## config.mk

```make
export PLATFORM = sky130hd
export DESIGN_NAME = fp_classify_pipe
export DESIGN_NICKNAME = d
export VERILOG_FILES = /design/src/rtl/fp_classify_pipe.sv
export SDC_FILE = /design/constraint.sdc
export NUM_CORES = 1
export LEC_CHECK = 0
export BUFFER_PORTS_ARGS = -buffer_cell sky130_fd_sc_hd__buf_2
export CORE_ASPECT_RATIO = 0.6
export CORE_MARGIN = 2
export CORE_UTILIZATION = 40
export DETAILED_ROUTE_END_ITERATION = 8
export PLACE_DENSITY = 0.82
export SETUP_SLACK_MARGIN = 0.05
export SYNTH_ARGS = -nofsm -noshare
export SYNTH_HDL_FRONTEND = slang
export SYNTH_SLANG_ARGS = --single-unit
export TNS_END_PERCENT = 10
```

## constraint.sdc

```tcl
create_clock -name i_clk -period 1.7 [get_ports i_clk]
set_input_delay 0 -clock i_clk [delete_from_list [all_inputs] [get_ports i_clk]]
set_output_delay 0 -clock i_clk [all_outputs]
set_load 0.01 [all_outputs]
```

## src/rtl/fp_classify_pipe.sv

```systemverilog
// Two-stage IEEE-754 operand classifier (single/double) with valid/ready flow control,
// NaN-boxing check for singles held in a 64-bit register, and a sticky sNaN flag.
module fp_classify_pipe #(
    parameter int FLEN      = 64,
    parameter int SUPPORT_D = 1,
    parameter int TAG_W     = 5
) (
    input  logic             i_clk,
    input  logic             i_rst_n,
    input  logic             i_valid,
    output logic             o_ready,
    input  logic [FLEN-1:0]  i_fp_in,
    input  logic             i_fmt,
    input  logic [TAG_W-1:0] i_tag,
    input  logic             i_flush,
    output logic             o_valid,
    input  logic             i_ready,
    output logic [9:0]       o_class,
    output logic [TAG_W-1:0] o_tag,
    output logic             o_snan_seen,
    input  logic             i_clr_sticky
);

    localparam bit EFF_D   = (FLEN == 64) && (SUPPORT_D != 0);
    localparam bit BOX_CHK = (FLEN == 64);

    logic [63:0]      w_fp64;
    logic             w_is_d;
    logic             w_sign;
    logic             w_exp_ones;
    logic             w_exp_zero;
    logic             w_man_zero;
    logic             w_man_msb;
    logic             w_box_ok;
    logic             w_in_xfer;
    logic             w_s2_load;
    logic             w_out_xfer;
    logic [9:0]       w_class;

    logic             r_s1_valid;
    logic             r_s1_sign;
    logic             r_s1_exp_ones;
    logic             r_s1_exp_zero;
    logic             r_s1_man_zero;
    logic             r_s1_man_msb;
    logic             r_s1_box_ok;
    logic [TAG_W-1:0] r_s1_tag;

    logic             r_s2_valid;
    logic [9:0]       r_class;
    logic [TAG_W-1:0] r_tag;
    logic             r_snan_seen;

    generate
        if (FLEN == 64) begin : g_f64
            assign w_fp64 = i_fp_in;
        end else begin : g_f32
            assign w_fp64 = {32'h0, i_fp_in};
        end
    endgenerate

    always_comb begin
        w_is_d = EFF_D && i_fmt;
        if (w_is_d) begin
            w_sign     = w_fp64[63];
            w_exp_ones = &w_fp64[62:52];
            w_exp_zero = ~|w_fp64[62:52];
            w_man_zero = ~|w_fp64[51:0];
            w_man_msb  = w_fp64[51];
        end else begin
            w_sign     = w_fp64[31];
            w_exp_ones = &w_fp64[30:23];
            w_exp_zero = ~|w_fp64[30:23];
            w_man_zero = ~|w_fp64[22:0];
            w_man_msb  = w_fp64[22];
        end
        // A single in a 64-bit register is only valid when NaN-boxed (upper half all ones).
        w_box_ok = w_is_d || !BOX_CHK || (&w_fp64[63:32]);
    end

    assign w_s2_load  = r_s1_valid && (!r_s2_valid || i_ready);
    assign o_ready    = !r_s1_valid || w_s2_load;
    assign w_in_xfer  = i_valid && o_ready;
    assign w_out_xfer = r_s2_valid && i_ready;

    always_comb begin
        w_class = '0;
        if (!r_s1_box_ok) begin
            w_class[9] = 1'b1;
        end else if (r_s1_exp_ones) begin
            if (r_s1_man_zero)     w_class[r_s1_sign ? 0 : 7] = 1'b1;
            else if (r_s1_man_msb) w_class[9] = 1'b1;
            else                   w_class[8] = 1'b1;
        end else if (r_s1_exp_zero) begin
            if (r_s1_man_zero) w_class[r_s1_sign ? 3 : 4] = 1'b1;
            else               w_class[r_s1_sign ? 2 : 5] = 1'b1;
        end else begin
            w_class[r_s1_sign ? 1 : 6] = 1'b1;
        end
    end

    always_ff @(posedge i_clk or negedge i_rst_n) begin
        if (!i_rst_n) begin
            r_s1_valid    <= 1'b0;
            r_s1_sign     <= 1'b0;
            r_s1_exp_ones <= 1'b0;
            r_s1_exp_zero <= 1'b0;
            r_s1_man_zero <= 1'b0;
            r_s1_man_msb  <= 1'b0;
            r_s1_box_ok   <= 1'b0;
            r_s1_tag      <= '0;
        end else begin
            if (i_flush)      r_s1_valid <= 1'b0;
            else if (o_ready) r_s1_valid <= i_valid;
            if (w_in_xfer) begin
                r_s1_sign     <= w_sign;
                r_s1_exp_ones <= w_exp_ones;
                r_s1_exp_zero <= w_exp_zero;
                r_s1_man_zero <= w_man_zero;
                r_s1_man_msb  <= w_man_msb;
                r_s1_box_ok   <= w_box_ok;
                r_s1_tag      <= i_tag;
            end
        end
    end

    // r_class is zeroed whenever the stage empties so o_class is 0 while o_valid is low.
    always_ff @(posedge i_clk or negedge i_rst_n) begin
        if (!i_rst_n) begin
            r_s2_valid <= 1'b0;
            r_class    <= '0;
            r_tag      <= '0;
        end else if (i_flush) begin
            r_s2_valid <= 1'b0;
            r_class    <= '0;
        end else if (w_s2_load) begin
            r_s2_valid <= 1'b1;
            r_class    <= w_class;
            r_tag      <= r_s1_tag;
        end else if (i_ready) begin
            r_s2_valid <= 1'b0;
            r_class    <= '0;
        end
    end

    always_ff @(posedge i_clk or negedge i_rst_n) begin
        if (!i_rst_n)                     r_snan_seen <= 1'b0;
        else if (w_out_xfer && r_class[8]) r_snan_seen <= 1'b1;
        else if (i_clr_sticky)            r_snan_seen <= 1'b0;
    end

    assign o_valid     = r_s2_valid;
    assign o_class     = r_class;
    assign o_tag       = r_tag;
    assign o_snan_seen = r_snan_seen;

endmodule

```

==> results.md <==
* Final min period at roughly 1500 ps
* Most common cell in the netlist: dfrtp_1
* Adder-cell area share of the yosys netlist at 0%
* Die Y at 50.0 µm
* Endpoints failing hold at 0
* Top post-synthesis cells by count: dfrtp_1, nand2_1, nor4_1, mux2_2, nand4_1
* Routed Antenna Nets at 0
* Vias per inst at roughly 5.1
* Cells after Synth at 135
* Residual DRC count at 0
* Drt total wl at 3890 µm
* Num ports at between 90 and 100
* Metal3 WL at between 200 and 300 µm
* Critical R2R Launch: o_valid
* Setup Viol. Count Final at 0
* Worst vdd ir at ~0.00056 V
* Chip width at 80.7 µm
* PwrDens at approximately 770 mW/mm²
* Worst setup path startpoint: o_valid
* Final period util at between 80% and 90%
* Complex-gate fraction of the synthesized area at roughly 9.7%
* Largest cells by area after synthesis: dfrtp_1, mux2_2, nor4_1
* Top sig layer: met4
* Critical Path Sink Type: flip-flop
* Gpl congestion at ~0.8
* Status: complete, no violations
* Simple-Gate Fraction of Synth Area at a little over a quarter
* Starting Density at 42.5%
* Ys flop type: dfrtp_1
* WL/cell at about 13 µm
* Row cnt at 16
* First DRT Iteration DRCs at between 50 and 60
* XOR/XNOR Fraction of Synth Area at 0%
* Tightest Pin Transition at just over 600 ps
* Combinational family with the most area after synthesis: simple AND/OR/NAND/NOR gates
* Post-synth net total at approximately 210
* Number of synthesized flops with an enable pin at 0
* Total Routing Usage GR at 21.5%
* First-pass GRT wire length at between 6000 and 7000 µm
* Syn Area/Cell at about 10 µm²
* Synth area leader: dfrtp_1
* Max Slew Vio Count at 0
* DR vias at ~1500
* Met1 Wirelength at about 1700 µm
* CTS Sinks at 29
* CTS max path bufs at 2
* Pleak at between 1 and 1.5 nW
* Post-synthesis mux area share at just over 10%
* TritonCTS Buffers at 5
* Count of unique library cells instantiated by Yosys at 25
* Worst hold path startpoint: i_fp_in[31]
* Cell Area, Synth at roughly 0.0014 mm²
* Asr flop ratio synth at 100%
* H-tree depth at 2
* Skew-Pair Late Insertion Delay at 280 ps
* CTS tree: yes
* Area growth, synth to finish at 50.1%
* Final Skew at 5.01 ps
* Vias in the first global route at 1455
* Initial antenna violation count at 0
* Clock slew at reported path FFs at 60 ps
* Power, Total at around 0.0016 W
* Layout cells sized above 1 at 48.0%
* Worst slew margin at between 50% and 60%
* Die ar. at between 0.004 and 0.005 mm²
* WP data required at ~1900 ps
* Core ar. at between 0.003 and 0.004 mm²
* Remaining Overflow, GRT at 0
* Achievable Freq at between 600 and 700 MHz
* Antenna diodes at 0
* Seq cells post-synth at 29
* CP Max Fanout at 5
* Warnings from Yosys at 0
* Post-route setup TNS at 0 ps
* Largest net degree at the start of global routing at 30
* Max cap viols at 0
* Yosys top cell area share at about half
* First drt pass iteration count at 4
* Clk root buf: clkbuf_8
* Post-synthesis sequential area ratio at between 50% and 60%
* Hold WC Path Type: input port to flip-flop
* CP startpoint kind: flip-flop
* WL met2 at 1820 µm
* CP Class: flip-flop to flip-flop
* Port-buffer cells at 93
* Total Nets Final at between 300 and 400
* Crit path DAT at 1670 ps
* Post-DP HPWL at roughly 3000 µm
* RSZ-0062 raised after global routing: false
[path summary, 6_finish.rpt]
| path | end | slack (ps) | depth (start not counted) |
|---|---|---|---|
| max reg2reg | o_tag[4] | 190 | 4 |
| min reg2reg | o_class[2] | 480 | 2 |
| min in group asynchronous | o_class[2] | 260 | 2 |
| min | r_s1_sign | 40 | 3 |
| max in group asynchronous | r_s1_tag[1] | 1040 | 2 |
| max | o_tag[4] | 190 | 4 |
[per-stage QoR]
| stage | setup slack (ps) | utilization, % | hold WS (ps) | area [µm²] | std cells |
|---|---|---|---|---|---|
| floorplan | 261 | - | -296 | 1410 | 135 |
| global placement | 208 | 58.2 | 41.9 | 1930 | 272 |
| detailed placement | 119 | 58.2 | 44.8 | 1930 | 272 |
| CTS | 114 | 63.4 | 3.58 | 2110 | 289 |
| global route | 111 | 63.8 | 59.9 | 2120 | 291 |
| finish | 190 | 63.8 | 40.7 | 2120 | 291 |
[critical path, cell delays in order (launching register included)]
cell and delay, ps:
dfrtp_1 410, nor2b_1 180, nor3b_4 270, buf_4 200
mux2_2 340
[layout make-up]
class                           instances  area, µm²
Tap cell                               45       56.3
Fill cell                             297       1200
Inverter                                5       18.8
Clock buffer                            6       72.6
Timing Repair Buffer                  105        578
Clock inverter                          2       10.0
Multi-Input combinational cell         99        659
Sequential cell                        29        726
[flip-flops by register name, indices dropped and copies added (netlist names)]
signal         count
o_valid            1
o_snan_seen        1
r_s1_tag           5
o_class           10
o_tag              5
r_s1_man_zero      1
r_s1_box_ok        1
r_s1_exp_zero      1
r_s1_sign          1
r_s1_man_msb       1
r_s1_valid         1
r_s1_exp_ones      1
[layer usage]
metal  track usage, %  up-vias
met1             27.5      689
met3             7.33        5
met5                0        -
met2             34.4       57
li1                 -      740
met4             6.50        0
[report_power, final]
group	switching (W)	internal, W	total, W
clock	0.000257	0.000283	0.000540
sequential	0.0000409	0.000747	0.000788
combinational	0.000136	0.000161	0.000296
[cells by family (layout without fill, tap and decap cells)]
logic type	count (synthesis)	count (layout)
AOI/OAI and AO/OA	21	21
and+or+nand+nor	65	65
buffers and inverters	7	118
DFF	29	29
muxes	13	13
[what timing repair did]
| item | in CTS | in global routing |
|---|---|---|
| endpoints found under the setup margin | 0 | 5 |
| resized for setup | 0 | 0 |
| setup buffers | 0 | 2 |
| endpoints found under the hold margin | 37 | 0 |
| hold buffers | 9 | 0 |
[cells in the final DEF, fill, tap and decap left out, types with 3 or more instances in the layout]
cell,netlist,routed
nor3_1,5,5
nand4_1,11,11
dfrtp_1,29,29
nand2_1,16,16
o31ai_1,3,3
mux2_2,11,11
nor4_1,14,14
nor2_1,5,5
inv_1,5,5
nand3_1,6,6
o21ai_0,10,10
a22o_1,4,4
clkbuf_8,0,5
buf_2,1,93
buf_4,0,3
dlygate4sd3_1,0,9
Note: power is estimated with default switching activity, not from simulation.
